$ cat config.mk
export PLATFORM = sky130hd
export DESIGN_NAME = tlb_walk_ctrl
export DESIGN_NICKNAME = d
export VERILOG_FILES = /design/src/rtl/tlb_pkg.sv /design/src/rtl/tlb_rr_arb2.sv /design/src/rtl/tlb_walk_ctrl.sv
export SDC_FILE = /design/constraint.sdc
export NUM_CORES = 1
export LEC_CHECK = 0
export CAP_MARGIN = 20
export CORE_MARGIN = 2
export CORE_UTILIZATION = 35
export DETAILED_ROUTE_END_ITERATION = 16
export MAX_ROUTING_LAYER = met4
export SYNTH_ARGS = -nofsm -noshare
export SYNTH_HDL_FRONTEND = slang
export SYNTH_SLANG_ARGS = --single-unit
$ cat constraint.sdc
create_clock -name clk -period 3.35 [get_ports clk]
set_input_delay 0.5025 -clock clk [delete_from_list [all_inputs] [get_ports clk]]
set_output_delay 0.5025 -clock clk [all_outputs]
set_load 0.02 [all_outputs]
$ cat src/rtl/tlb_pkg.sv
// Shared Sv32 walk definitions: field widths, PTE bit positions, state encoding,
// port IDs, the PTE payload layout and the PTE address helper.
package tlb_pkg;

    localparam int unsigned SV32_VPN_W      = 20;
    localparam int unsigned SV32_PPN_W      = 22;
    localparam int unsigned SV32_PADDR_W    = 34;
    localparam int unsigned SV32_PTE_W      = 32;
    localparam int unsigned SV32_VPN_PART_W = 10;
    localparam int unsigned SV32_PAGE_OFS_W = 12;
    localparam int unsigned PERM_W          = 4;

    localparam int unsigned PTE_V_BIT   = 0;
    localparam int unsigned PTE_R_BIT   = 1;
    localparam int unsigned PTE_W_BIT   = 2;
    localparam int unsigned PTE_X_BIT   = 3;
    localparam int unsigned PTE_U_BIT   = 4;
    localparam int unsigned PTE_PPN_LSB = 10;

    localparam logic PORT_IF = 1'b0;
    localparam logic PORT_LS = 1'b1;

    typedef enum logic [2:0] {
        ST_IDLE    = 3'd0,
        ST_L1_REQ  = 3'd1,
        ST_L1_WAIT = 3'd2,
        ST_L0_REQ  = 3'd3,
        ST_L0_WAIT = 3'd4,
        ST_DONE    = 3'd5,
        ST_FAULT   = 3'd6
    } walk_state_e;

    // Sv32 PTE layout, MSB first; matches the PTE_*_BIT positions above.
    typedef struct packed {
        logic [SV32_PPN_W-1:0] ppn;
        logic [1:0]            rsw;
        logic                  d;
        logic                  a;
        logic                  g;
        logic                  u;
        logic                  x;
        logic                  w;
        logic                  r;
        logic                  v;
    } pte_t;

    // Physical address of PTE number idx inside the table page base_ppn.
    function automatic logic [SV32_PADDR_W-1:0] pte_addr(
        input logic [SV32_PPN_W-1:0]      base_ppn,
        input logic [SV32_VPN_PART_W-1:0] idx
    );
        return {base_ppn, {SV32_PAGE_OFS_W{1'b0}}} + SV32_PADDR_W'({idx, 2'b00});
    endfunction

endpackage

$ cat src/rtl/tlb_rr_arb2.sv
// Two-requester round-robin arbiter.
//   clk, rst_n : clock, async active-low reset
//   req_i      : request vector, bit 0 = fetch, bit 1 = load/store
//   en_i       : arbitration allowed this cycle
//   gnt_c_o    : one-hot combinational grant
module tlb_rr_arb2 (
    input  logic       clk,
    input  logic       rst_n,
    input  logic [1:0] req_i,
    input  logic       en_i,
    output logic [1:0] gnt_c_o
);

    // ptr_q = 0 favours requester 0, 1 favours requester 1.
    logic ptr_q;
    logic ptr_d;

    // Grant select; after any grant the pointer moves to the other requester.
    always_comb begin
        gnt_c_o = 2'b00;
        ptr_d   = ptr_q;
        if (en_i) begin
            if (req_i == 2'b11) begin
                gnt_c_o = ptr_q ? 2'b10 : 2'b01;
            end else begin
                gnt_c_o = req_i;
            end
        end
        if (|gnt_c_o) begin
            ptr_d = gnt_c_o[0];
        end
    end

    always_ff @(posedge clk or negedge rst_n) begin
        if (!rst_n) begin
            ptr_q <= 1'b0;
        end else begin
            ptr_q <= ptr_d;
        end
    end

endmodule

$ cat src/rtl/tlb_walk_ctrl.sv
// TLB miss controller: arbitrates fetch and load/store misses, walks the Sv32
// two-level page table over a single-outstanding memory port, and returns a
// one-cycle refill or fault pulse.
//   satp_mode/satp_ppn         : translation mode and root table PPN
//   flush                      : abort any walk in progress
//   if_miss_* / ls_miss_*      : miss requests; *_ready pulses on accept
//   mem_req_* / mem_resp_*     : PTE read request / response
//   refill_*                   : TLB write pulse and entry contents
//   fault_*                    : page-fault pulse
//   busy                       : walk FSM not idle
module tlb_walk_ctrl
    import tlb_pkg::*;
#(
    parameter int unsigned VPN_W   = SV32_VPN_W,
    parameter int unsigned PPN_W   = SV32_PPN_W,
    parameter int unsigned PADDR_W = SV32_PADDR_W,
    parameter int unsigned PTE_W   = SV32_PTE_W
) (
    input  logic               clk,
    input  logic               rst_n,
    input  logic               satp_mode,
    input  logic [PPN_W-1:0]   satp_ppn,
    input  logic               flush,
    input  logic               if_miss_valid,
    input  logic [VPN_W-1:0]   if_miss_vpn,
    output logic               if_miss_ready,
    input  logic               ls_miss_valid,
    input  logic [VPN_W-1:0]   ls_miss_vpn,
    output logic               ls_miss_ready,
    output logic               mem_req_valid,
    output logic [PADDR_W-1:0] mem_req_addr,
    input  logic               mem_req_ready,
    input  logic               mem_resp_valid,
    input  logic [PTE_W-1:0]   mem_resp_data,
    output logic               refill_valid,
    output logic               refill_port,
    output logic [VPN_W-1:0]   refill_vpn,
    output logic [PPN_W-1:0]   refill_ppn,
    output logic [3:0]         refill_perm,
    output logic               refill_super,
    output logic               fault_valid,
    output logic               fault_port,
    output logic [VPN_W-1:0]   fault_vpn,
    output logic               busy
);

    walk_state_e        state_q, state_d;
    logic               abort_q, abort_d;
    logic               port_q, port_d;
    logic [VPN_W-1:0]   vpn_q, vpn_d;
    logic [PPN_W-1:0]   res_ppn_q, res_ppn_d;
    logic [3:0]         res_perm_q, res_perm_d;
    logic               res_super_q, res_super_d;

    logic               if_ready_q, if_ready_d;
    logic               ls_ready_q, ls_ready_d;
    logic               mem_req_valid_q, mem_req_valid_d;
    logic [PADDR_W-1:0] mem_req_addr_q, mem_req_addr_d;
    logic               refill_valid_q, refill_valid_d;
    logic               refill_port_q, refill_port_d;
    logic [VPN_W-1:0]   refill_vpn_q, refill_vpn_d;
    logic [PPN_W-1:0]   refill_ppn_q, refill_ppn_d;
    logic [3:0]         refill_perm_q, refill_perm_d;
    logic               refill_super_q, refill_super_d;
    logic               fault_valid_q, fault_valid_d;
    logic               fault_port_q, fault_port_d;
    logic [VPN_W-1:0]   fault_vpn_q, fault_vpn_d;
    logic               busy_q, busy_d;

    logic [1:0]         gnt_c;
    logic               arb_en_c;
    logic [VPN_W-1:0]   sel_vpn_c;
    logic               abort_now_c;
    pte_t               pte_c;
    logic               pte_bad_c;
    logic               pte_leaf_c;
    logic               pte_misaligned_c;
    logic [3:0]         pte_perm_c;
    logic               unused_pte_bits;

    // Arbitration only happens from IDLE; flush blocks acceptance that cycle.
    assign arb_en_c = (state_q == ST_IDLE) && !flush;

    tlb_rr_arb2 u_arb (
        .clk     (clk),
        .rst_n   (rst_n),
        .req_i   ({ls_miss_valid, if_miss_valid}),
        .en_i    (arb_en_c),
        .gnt_c_o (gnt_c)
    );

    assign sel_vpn_c = gnt_c[1] ? ls_miss_vpn : if_miss_vpn;

    // A flush seen in the same cycle as a response must already drop it.
    assign abort_now_c = abort_q | flush;

    // PTE decode of the current response.
    assign pte_c            = pte_t'(mem_resp_data);
    assign pte_bad_c        = !pte_c.v || (pte_c.w && !pte_c.r);
    assign pte_leaf_c       = pte_c.r || pte_c.x;
    assign pte_misaligned_c = (pte_c.ppn[SV32_VPN_PART_W-1:0] != '0);
    assign pte_perm_c       = {pte_c.u, pte_c.x, pte_c.w, pte_c.r};
    assign unused_pte_bits  = ^{pte_c.rsw, pte_c.d, pte_c.a, pte_c.g};

    // Next-state and registered-output logic.
    always_comb begin
        state_d         = state_q;
        abort_d         = abort_q;
        port_d          = port_q;
        vpn_d           = vpn_q;
        res_ppn_d       = res_ppn_q;
        res_perm_d      = res_perm_q;
        res_super_d     = res_super_q;
        mem_req_valid_d = mem_req_valid_q;
        mem_req_addr_d  = mem_req_addr_q;
        if_ready_d      = 1'b0;
        ls_ready_d      = 1'b0;
        refill_valid_d  = 1'b0;
        refill_port_d   = 1'b0;
        refill_vpn_d    = '0;
        refill_ppn_d    = '0;
        refill_perm_d   = '0;
        refill_super_d  = 1'b0;
        fault_valid_d   = 1'b0;
        fault_port_d    = 1'b0;
        fault_vpn_d     = '0;

        case (state_q)
            ST_IDLE: begin
                if (|gnt_c) begin
                    port_d     = gnt_c[1] ? PORT_LS : PORT_IF;
                    vpn_d      = sel_vpn_c;
                    if_ready_d = gnt_c[0];
                    ls_ready_d = gnt_c[1];
                    if (!satp_mode) begin
                        state_d     = ST_DONE;
                        res_ppn_d   = PPN_W'(sel_vpn_c);
                        res_perm_d  = 4'b0111;
                        res_super_d = 1'b0;
                    end else begin
                        state_d         = ST_L1_REQ;
                        mem_req_valid_d = 1'b1;
                        mem_req_addr_d  = pte_addr(satp_ppn,
                                                   sel_vpn_c[VPN_W-1:SV32_VPN_PART_W]);
                    end
                end
            end
            ST_L1_REQ, ST_L0_REQ: begin
                // Request is never withdrawn, even under abort.
                abort_d = abort_now_c;
                if (mem_req_ready) begin
                    mem_req_valid_d = 1'b0;
                    state_d = (state_q == ST_L1_REQ) ? ST_L1_WAIT : ST_L0_WAIT;
                end
            end
            ST_L1_WAIT: begin
                abort_d = abort_now_c;
                if (mem_resp_valid) begin
                    if (abort_now_c) begin
                        state_d = ST_IDLE;
                    end else if (pte_bad_c) begin
                        state_d = ST_FAULT;
                    end else if (pte_leaf_c) begin
                        if (pte_misaligned_c) begin
                            state_d = ST_FAULT;
                        end else begin
                            state_d     = ST_DONE;
                            res_super_d = 1'b1;
                            res_perm_d  = pte_perm_c;
                            res_ppn_d   = {pte_c.ppn[PPN_W-1:SV32_VPN_PART_W],
                                           vpn_q[SV32_VPN_PART_W-1:0]};
                        end
                    end else begin
                        state_d         = ST_L0_REQ;
                        mem_req_valid_d = 1'b1;
                        mem_req_addr_d  = pte_addr(pte_c.ppn,
                                                   vpn_q[SV32_VPN_PART_W-1:0]);
                    end
                end
            end
            ST_L0_WAIT: begin
                abort_d = abort_now_c;
                if (mem_resp_valid) begin
                    if (abort_now_c) begin
                        state_d = ST_IDLE;
                    end else if (pte_bad_c || !pte_leaf_c) begin
                        state_d = ST_FAULT;
                    end else begin
                        state_d     = ST_DONE;
                        res_super_d = 1'b0;
                        res_perm_d  = pte_perm_c;
                        res_ppn_d   = pte_c.ppn;
                    end
                end
            end
            ST_DONE: begin
                state_d        = ST_IDLE;
                refill_valid_d = 1'b1;
                refill_port_d  = port_q;
                refill_vpn_d   = vpn_q;
                refill_ppn_d   = res_ppn_q;
                refill_perm_d  = res_perm_q;
                refill_super_d = res_super_q;
            end
            ST_FAULT: begin
                state_d       = ST_IDLE;
                fault_valid_d = 1'b1;
                fault_port_d  = port_q;
                fault_vpn_d   = vpn_q;
            end
            default: begin
                state_d = ST_IDLE;
            end
        endcase

        if (state_d == ST_IDLE) begin
            abort_d = 1'b0;
        end
        busy_d = (state_d != ST_IDLE);
    end

    always_ff @(posedge clk or negedge rst_n) begin
        if (!rst_n) begin
            state_q         <= ST_IDLE;
            abort_q         <= 1'b0;
            port_q          <= 1'b0;
            vpn_q           <= '0;
            res_ppn_q       <= '0;
            res_perm_q      <= '0;
            res_super_q     <= 1'b0;
            if_ready_q      <= 1'b0;
            ls_ready_q      <= 1'b0;
            mem_req_valid_q <= 1'b0;
            mem_req_addr_q  <= '0;
            refill_valid_q  <= 1'b0;
            refill_port_q   <= 1'b0;
            refill_vpn_q    <= '0;
            refill_ppn_q    <= '0;
            refill_perm_q   <= '0;
            refill_super_q  <= 1'b0;
            fault_valid_q   <= 1'b0;
            fault_port_q    <= 1'b0;
            fault_vpn_q     <= '0;
            busy_q          <= 1'b0;
        end else begin
            state_q         <= state_d;
            abort_q         <= abort_d;
            port_q          <= port_d;
            vpn_q           <= vpn_d;
            res_ppn_q       <= res_ppn_d;
            res_perm_q      <= res_perm_d;
            res_super_q     <= res_super_d;
            if_ready_q      <= if_ready_d;
            ls_ready_q      <= ls_ready_d;
            mem_req_valid_q <= mem_req_valid_d;
            mem_req_addr_q  <= mem_req_addr_d;
            refill_valid_q  <= refill_valid_d;
            refill_port_q   <= refill_port_d;
            refill_vpn_q    <= refill_vpn_d;
            refill_ppn_q    <= refill_ppn_d;
            refill_perm_q   <= refill_perm_d;
            refill_super_q  <= refill_super_d;
            fault_valid_q   <= fault_valid_d;
            fault_port_q    <= fault_port_d;
            fault_vpn_q     <= fault_vpn_d;
            busy_q          <= busy_d;
        end
    end

    assign if_miss_ready = if_ready_q;
    assign ls_miss_ready = ls_ready_q;
    assign mem_req_valid = mem_req_valid_q;
    assign mem_req_addr  = mem_req_addr_q;
    assign refill_valid  = refill_valid_q;
    assign refill_port   = refill_port_q;
    assign refill_vpn    = refill_vpn_q;
    assign refill_ppn    = refill_ppn_q;
    assign refill_perm   = refill_perm_q;
    assign refill_super  = refill_super_q;
    assign fault_valid   = fault_valid_q;
    assign fault_port    = fault_port_q;
    assign fault_vpn     = fault_vpn_q;
    assign busy          = busy_q;

endmodule

==> results of run 1 <==
-- worst register-to-register path, stage by stage, from the launching register on --
cell	delay [ns]
dfrtp_2	0.76
nor4_1	0.10
buf_4	0.18
nand3_2	0.06
buf_4	0.38
mux2i_1	0.58
o21ai_0	0.18
mux2_2	0.28
-- flip-flops by register name, summed over array words and instances (netlist names), 3 cells and up --
name,cells
mem_req_addr,32
refill_ppn,22
res_ppn_q,22
fault_vpn,20
refill_vpn,20
vpn_q,20
refill_perm,4
res_perm_q,4
state_q,3
-- layer usage --
layer / vias up / global-route usage, % / routed length [µm]
li1: 2468 / - / -
met1: 2622 / 26.72 / 8484
met2: 211 / 33.09 / 9810
met3: 26 / 4.792 / 1247
met4: 0 / 7.579 / 437
met5: - / - / 0
-- worst paths after layout --
check | slack [ns] | from | end | cells after the start
worst max-delay path | 0.66 | mem_resp_data[19] | res_ppn_q[1] | 7
worst min-delay path | 0.12 | rst_n | refill_ppn[3] | 1
worst max register to register | 0.71 | state_q[0] | res_ppn_q[11] | 7
worst min register to register | 0.48 | res_ppn_q[18] | res_ppn_q[18] | 1
max in group asynchronous | 2.34 | rst_n | refill_vpn[8] | 2
min in group clk | 0.48 | res_ppn_q[18] | res_ppn_q[18] | 1
-- layout make-up --
type | instances | area (µm²) | share of cell area [%]
Tap cell | 234 | 292.8 | 3.083
Antenna cell | 1 | 2.502 | 0.02635
Timing Repair Buffer | 221 | 2181 | 22.96
Clock inverter | 11 | 138.9 | 1.462
Inverter | 6 | 22.52 | 0.2372
Clock buffer | 21 | 450.4 | 4.743
Sequential cell | 160 | 4005 | 42.17
Multi-Input combinational cell | 384 | 2404 | 25.31
-- cell usage in the layout, fill, tap and decap left out, types with 7 or more instances in the layout --
cell type,count
clkdlybuf4s50_1,202
dfrtp_1,159
nand2_1,84
and3_1,70
nor2_1,36
o21ai_0,32
mux2_2,26
mux2i_1,23
a31oi_1,22
clkbuf_16,17
buf_4,17
a21oi_1,12
o22ai_1,11
a22oi_1,10
mux2_1,7
-- report_power, final --
group / switching, µW / leakage [µW] / internal [µW]
clock network: 750 / 0.000287 / 1190
logic: 1570 / 0.00212 / 1300
registers: 447 / 0.00204 / 2510
total: 2770 / 0.00445 / 5000
-- metrics by stage --
stage               utilization, %  hold slack, ns  setup WS [ns]  total power [µW]  instance area (µm²)
floorplan                        -          0.2069         0.9086              4520                 6613
global placement             47.77          0.4595         0.3286              5776                 8905
detailed placement           47.77          0.4694         0.2616              5873                 8905
CTS                          50.93          0.1448         0.6919              7833                 9494
global route                 50.94          0.1618         0.5780              8203                 9497
finish                       50.94          0.1237         0.6592              7770                 9497
-- cell families (layout without fill, tap and decap cells) --
logic type / count (synthesis) / count (layout) / synth area share [%]
XOR/XNOR: 2 / 2 / 0.2651
other: 1 / 3 / 0.05674
AND/OR/NAND/NOR: 217 / 217 / 16.09
flip-flops: 160 / 160 / 60.58
buffers and inverters: 55 / 259 / 3.597
AO/OA/AOI/OAI: 107 / 107 / 10.30
multiplexers: 56 / 56 / 9.106
==> qor.txt, run 1 <==
crit path max-delay cell type -> or4_1
number of global-route vias before repair -> 5542
number of setup buffers added after CTS -> 0
post-synthesis cell area -> 6609 µm²
library cells used by synthesis -> 47
antenna violations before repair -> 1
share of layout cells above drive strength 1 -> 11.08%
instance count after placement with tap cells included -> 1005
top cell family by delay on the critical path -> simple AND/OR/NAND/NOR gates
Area contributors post-synth -> dfrtp_1 61%, and3_1 6.6%, nand2_1 4.8%
Area growth, synth to finish -> 43.70%
CTS max path bufs -> 2
Initial DRC Count -> 340
wire length reported by the detailed router -> 19.98 mm
leakage power -> 0.004450 µW
count of buffers from port buffering -> 203
maximum single-stage delay on the critical path -> 0.63 ns
die span in x -> 141.4 µm
DR WL/cell -> 19.25 µm
clock-pin slew of the registers on the worst-case setup and hold paths -> 0.06 ns
area share of the leading cell type in the synthesized netlist -> 60.58%
sequential area share after synthesis -> 60.58%
max-capacitance violation count -> 0
signal arrival time at the worst endpoint -> 2.99 ns
sum of negative setup slack -> 0 ns
number of synthesized flops with an enable pin -> 0
number of endpoints with negative hold slack in the final report -> 0
std cell rows -> 50
initial core utilization -> 35.45%
height of the die -> 141.4 µm
worst ir drop on vdd -> 0.4074 mV
worst rel slew slack -> 47.98%
Max Clock Freq -> 371.6 MHz
most instantiated library cell after synthesis -> dfrtp_1
outcome -> finished, final reports clean
number of standard cells in the layout, taps in and fillers out -> 1038
final net count -> 892
core area -> 18640 µm²
vias per std cell -> 5.132
kind of launch point of the worst setup path -> primary input
most common flop cell mapped by yosys -> dfrtp_1
sort of element at the end of the critical path -> register
Yosys Warn Count -> 0
wire length of the first global-routing pass -> 30.88 mm
max-slew violations -> 0
TritonCTS sink count -> 160
top post-synthesis cells by count -> 160 x dfrtp_1, 85 x nand2_1, 70 x and3_1
number of filler cells placed in the layout -> 1672
gr usage total -> 20.98%
H-tree level count -> 4
Gates resized, CTS repair -> 0
Syn Area/Cell -> 11.05 µm²
via count -> 5327
Worst Max-Slew Pin Slew -> 0.7803 ns
Final min period -> 2.691 ns
synthesized flop and latch total -> 160
routability cong. -> 0.8734
critical setup path kind -> in2reg
detailed-routing iteration count for the pre-antenna-repair pass -> 4
power density relative to cell area -> 818.1 nW/µm²
Buf+Inv Stages, Crit Path -> 2
number of endpoints failing setup at the final stage -> 0
asr flop ratio synth -> 100.0%
I/O Pins -> 211
DIE AREA -> 20000 µm²
Min-Delay Path Class -> in2async
setup repair after global routing missed its margin -> no
library cell occupying the most area in the post-synthesis netlist -> dfrtp_1
maximum number of pins on one net before global-route repair -> 84
maximum fanout along the worst path -> 16
later-pin clock latency in the skew report -> 0.42 ns
DR DRC count -> 0
number of standard cells after synthesis -> 598
TritonCTS clock tree -> built
overall overflow remaining after global route -> 0
Detailed Place HPWL -> 14.26 mm
crit-path cells -> clkdlybuf4s50_1 -> or4_1 -> o41ai_2 -> a21oi_1 -> nor3_4 -> buf_4 -> mux2_2
number of clock buffers inserted by TritonCTS -> 17
hold_buf cts -> 0
count of nets left with antenna violations after detail routing -> 0
data required time of the critical path -> 3.65 ns
final worst clock skew -> 0.007627 ns
Clock Root Buffer -> clkbuf_16
fin crit share -> 80.32%
Note: power is estimated with default switching activity, not from simulation.
==> inputs of run 2 (changes only) <==
==> constraint.sdc (replaced) <==
create_clock -name clk -period 2.6 [get_ports clk]
set_input_delay 0.39 -clock clk [delete_from_list [all_inputs] [get_ports clk]]
set_output_delay 0.39 -clock clk [all_outputs]
set_load 0.02 [all_outputs]
==> qor.txt, run 2 (synthesis gave the netlist of run 1 again) <==
destination of the worst register-to-register timing path -> res_ppn_q[17]
maximum single-stage delay on the critical path -> 0.56 ns
cell area after layout -> 9767 µm²
maximum fanout along the worst path -> 10
outcome -> finished, final reports clean
power density relative to cell area -> 1043 nW/µm²
maximum number of pins on one net before global-route repair -> 105
placed instance area -> 9158 µm²
TritonCTS clock tree -> built
number of clock buffers inserted by TritonCTS -> 17
Gates resized, CTS repair -> 0
clock-pin slew of the registers on the worst-case setup and hold paths -> 0.06 ns
Max Clock Freq -> 411.4 MHz
wire length of the first global-routing pass -> 31.86 mm
later-pin clock latency in the skew report -> 0.42 ns
H-tree level count -> 4
via count -> 5444
Min-Delay Path Class -> in2async
worst ir drop on vdd -> 0.5460 mV
crit-path cells -> clkdlybuf4s50_1 -> or4_4 -> o41ai_2 -> a21oi_1 -> nor3_4 -> buf_4 -> mux2_2
Multi-input gate area -> 2404 µm²
setup slack at placement -> -0.2765 ns
number of filler cells placed in the layout -> 1655
overall overflow remaining after global route -> 0
Area growth, synth to finish -> 47.78%
Final min period -> 2.431 ns
initial core utilization -> 35.45%
signal arrival time at the worst endpoint -> 2.73 ns
final worst clock skew -> 0.007551 ns
most used cells in the layout excluding fill and tap cells -> 202 x clkdlybuf4s50_1, 159 x dfrtp_1, 84 x nand2_1
Worst Max-Slew Pin Slew -> 0.7109 ns
max-slew violations -> 0
std cell rows -> 50
number of endpoints with negative hold slack in the final report -> 0
setup repair after global routing missed its margin -> no
detailed-routing iteration count for the pre-antenna-repair pass -> 4
I/O Pins -> 211
worst-case reg-to-reg path depth -> 7
final net count -> 920
Detailed Place HPWL -> 14.76 mm
setup slack after layout -> 0.1693 ns
count of nets left with antenna violations after detail routing -> 0
DR DRC count -> 0
gr usage total -> 21.55%
area of all sequential standard cells -> 4005 µm²
vias per std cell -> 5.112
flip-flop count of the largest register after layout -> 32
die span in x -> 141.4 µm
worst rel slew slack -> 52.20%
share of layout cells above drive strength 1 -> 14.20%
hold slack final -> 0.4359 ns
CTS max path bufs -> 2
max-capacitance violation count -> 0
Clock Root Buffer -> clkbuf_16
count of buffers from port buffering -> 203
core area -> 18640 µm²
critical setup path kind -> in2reg
wire length reported by the detailed router -> 20.41 mm
routability cong. -> 0.8381
number of global-route vias before repair -> 5697
Initial DRC Count -> 378
DIE AREA -> 20000 µm²
data required time of the critical path -> 2.90 ns
Antenna Cells -> 0
crit path max-delay cell type -> or4_4
leading cell type in the layout, fill and taps excluded -> clkdlybuf4s50_1
height of the die -> 141.4 µm
launching point of the worst reg2reg path -> state_q[1]
sort of element at the end of the critical path -> register
DR WL/cell -> 19.17 µm
antenna violations before repair -> 0
leakage power -> 0.004607 µW
TritonCTS sink count -> 160
kind of launch point of the worst setup path -> primary input
R2R setup slack -> 0.34 ns
start point of the critical path -> mem_resp_data[13]
number of endpoints failing setup at the final stage -> 0
fin crit share -> 93.49%
sum of negative setup slack -> 0 ns
run 2: layout make-up:
cell class / instances / share of cell area (%)
clock buffers: 21 / 4.817
flip-flops and latches: 160 / 41.01
repair buffers: 249 / 25.02
multi-input cells: 384 / 24.61
clock inverters: 11 / 1.320
inverters: 6 / 0.2306
well taps: 234 / 2.998
run 2: where the power goes:
| group | total [µW] | leakage (µW) | internal, µW | switching [µW] |
|---|---|---|---|---|
| registers | 3760 | 0.00204 | 3240 | 522 |
| clock network | 2510 | 0.000290 | 1500 | 1010 |
| logic | 3920 | 0.00227 | 1800 | 2120 |
| total | 10200 | 0.00461 | 6540 | 3650 |
run 2: worst max-delay path by stage:
stage	endpoint	slack (ns)
finish	res_ppn_q[3]	0.17
global route	res_ppn_q[1]	0.1
CTS	res_ppn_q[3]	0.15
detailed placement	res_ppn_q[3]	-0.28
global placement	res_ppn_q[3]	-0.21
floorplan	res_ppn_q[10]	0.27
run 2: stage by stage:
step	utilization (%)	total power (µW)	std cells
global route	52.39	10760	1065
detailed placement	49.12	7723	1032
CTS	52.39	10260	1065
global placement	49.12	7610	1032
finish	52.39	10190	1065
floorplan	-	5824	599
run 2: timing repair:
item	4_1_cts	5_1_grt
endpoints found under the hold margin	38	0
hold buffers	1	0
setup buffers	0	0
run 2: metal layers:
layer / GRT usage [%] / share of wire, % / routed length, µm
met5: - / 0 / 0
met4: 6.895 / 2.3 / 465
met3: 4.725 / 5.5 / 1128
met2: 34.98 / 49 / 9926
met1: 27.09 / 44 / 8892
run 2: worst max-delay path: cells and delay by family:
| family | cells | cell delay [ns] |
|---|---|---|
| AOI/OAI and AO/OA | 2 | 0.48 |
| buffers and inverters | 2 | 0.66 |
| muxes | 1 | 0.36 |
| and+or+nand+nor | 2 | 0.83 |
==> inputs of run 3 (changes only) <==
--- a/config.mk
+++ b/config.mk
@@ -6,6 +6,7 @@
 export NUM_CORES = 1
 export LEC_CHECK = 0
 export CAP_MARGIN = 20
+export CORE_ASPECT_RATIO = 0.75
 export CORE_MARGIN = 2
 export CORE_UTILIZATION = 35
 export DETAILED_ROUTE_END_ITERATION = 16
@@ -13,3 +14,4 @@
 export SYNTH_ARGS = -nofsm -noshare
 export SYNTH_HDL_FRONTEND = slang
 export SYNTH_SLANG_ARGS = --single-unit
+export TNS_END_PERCENT = 5
==> constraint.sdc (replaced) <==
create_clock -name clk -period 2.5 [get_ports clk]
set_input_delay 0.375 -clock clk [delete_from_list [all_inputs] [get_ports clk]]
set_output_delay 0.375 -clock clk [all_outputs]
set_load 0.02 [all_outputs]
==> qor.txt, run 3 (synthesis gave the netlist of run 1 again) <==
die span in x -> 162.7 µm
hold slack final -> 0.4782 ns
DR WL/cell -> 19.17 µm
overall overflow remaining after global route -> 0
wire length of the first global-routing pass -> 31.50 mm
crit-path cells -> clkdlybuf4s50_1 -> or4_1 -> o41ai_4 -> a21oi_1 -> nor3_4 -> buf_12 -> mux2_2
power density relative to cell area -> 1087 nW/µm²
TritonCTS clock tree -> built
Multi-input gate area -> 2415 µm²
antenna violations before repair -> 2
setup repair after global routing missed its margin -> no
worst ir drop on vdd -> 0.4993 mV
final worst clock skew -> 0.006272 ns
crit path max-delay cell type -> or4_1
number of endpoints with negative hold slack in the final report -> 0
instance count along the most critical hold path -> 1
Initial DRC Count -> 340
worst rel slew slack -> 57.85%
number of endpoints failing setup at the final stage -> 0
flip-flop count of the largest register after layout -> 32
Net Sw Power -> 3788 µW
Area growth, synth to finish -> 49.79%
maximum fanout along the worst path -> 22
outcome -> finished, final reports clean
Clock Root Buffer -> clkbuf_16
DIE AREA -> 20010 µm²
vias per std cell -> 5.142
maximum single-stage delay on the critical path -> 0.63 ns
final net count -> 925
TritonCTS sink count -> 160
critical setup path kind -> in2reg
initial core utilization -> 35.71%
sort of element at the end of the critical path -> register
H-tree level count -> 4
later-pin clock latency in the skew report -> 0.43 ns
I/O Pins -> 211
data required time of the critical path -> 2.81 ns
std cell rows -> 43
area of all sequential standard cells -> 4005 µm²
leakage power -> 0.004667 µW
count of buffers from port buffering -> 203
routability cong. -> 0.8518
placed instance area -> 9261 µm²
fin crit share -> 96.80%
signal arrival time at the worst endpoint -> 2.73 ns
number of filler cells placed in the layout -> 1608
Buf+Inv Stages, Crit Path -> 2
switching part of the total power -> 35.19%
maximum number of pins on one net before global-route repair -> 69
most used cells in the layout excluding fill and tap cells -> 202 x clkdlybuf4s50_1, 159 x dfrtp_1, 84 x nand2_1
Min-Delay Path Class -> reg2reg
Final min period -> 2.420 ns
core area -> 18510 µm²
critical path depth -> 7
cell area after layout -> 9899 µm²
height of the die -> 123.0 µm
Antenna Cells -> 0
gr usage total -> 21.77%
max-slew violations -> 0
internal power contribution -> 6976 µW
DR DRC count -> 0
part of the total power dissipated in the clock network -> 25.2%
worst-case reg-to-reg path depth -> 8
Worst Max-Slew Pin Slew -> 0.6322 ns
sequential power share -> 36.5%
max-capacitance violation count -> 0
Detailed Place HPWL -> 14.78 mm
combinational share of power -> 38.3%
number of global-route vias before repair -> 5591
leading cell type in the layout, fill and taps excluded -> clkdlybuf4s50_1
kind of launch point of the worst setup path -> primary input
wire length reported by the detailed router -> 20.77 mm
Max Clock Freq -> 413.2 MHz
top cell family by delay on the critical path -> simple AND/OR/NAND/NOR gates
via count -> 5569
CTS max path bufs -> 2
detailed-routing iteration count for the pre-antenna-repair pass -> 5
clock-pin slew of the registers on the worst-case setup and hold paths -> 0.06 ns
number of clock buffers inserted by TritonCTS -> 17
count of nets left with antenna violations after detail routing -> 0
share of layout cells above drive strength 1 -> 14.59%
run 3: changes by cell type in the layout (fill, tap and decap cells not counted), sizes merged:
cell    change
clkbuf      +2
inv         -1
buf         +5
clkinv      -2
bufinv      +1
run 3: what timing repair did:
item	4_1_cts	5_1_grt
gates resized for setup	0	1
setup endpoints to repair	0	3
endpoints found under the hold margin	64	0
hold buffers	1	0
setup buffers	0	0
run 3: worst paths after layout:
path	start	to	slack, ns
worst max register to register	state_q[2]	res_ppn_q[13]	0.30
worst min-delay path	mem_req_valid	mem_req_valid	0.48
min in group asynchronous	rst_n	fault_vpn[15]	0.50
max in group asynchronous	rst_n	refill_ppn[1]	1.27
worst min register to register	mem_req_valid	mem_req_valid	0.48
worst max-delay path	mem_resp_data[19]	res_ppn_q[10]	0.08
run 3: routing by layer:
metal	vias up	GRT usage (%)	part of all wire, %
li1	2538	-	-
met1	2746	29.86	46
met2	260	31.78	45
met3	25	4.965	7.7
met4	0	8.131	1.8
met5	-	-	0
run 3: final cells by class:
cell class	count	area share, %
Multi-Input combinational cell	384	24.39
Sequential cell	160	40.46
Tap cell	247	3.122
Inverter	6	0.2275
Clock buffer	23	4.929
Timing Repair Buffer	254	25.57
Clock inverter	9	1.302
run 3: worst register-to-register path: cells and delay by family, from the launching register on:
family / cells / cell delay, ns
flip-flops: 1 / 0.37
buffers and inverters: 3 / 0.60
AO/OA/AOI/OAI: 1 / 0.09
AND/OR/NAND/NOR: 2 / 0.47
multiplexers: 2 / 0.57
run 3: stage by stage:
step	cells	worst slack [ns]	utilization [%]	power (µW)	setup TNS, ns
5_1_grt	1083	0.008012	53.49	11320	0
3_3_place_gp	1050	-0.3619	50.04	7966	-8.892
3_5_place_dp	1050	-0.4024	50.04	8076	-9.706
6_report	1083	0.08002	53.49	10760	0
2_1_floorplan	599	0.1861	-	6057	0
4_1_cts	1083	0.03645	53.43	10820	0
run 3: power by group through the flow:
stage | Combinational, µW | Sequential, µW | Clock [µW]
after floorplan | 1820 | 4240 | 0
after global placement | 4030 | 3940 | 0
after detailed placement | 4120 | 3950 | 0
after CTS | 4140 | 3910 | 2770
after global routing | 4440 | 4010 | 2870
final | 4120 | 3930 | 2720
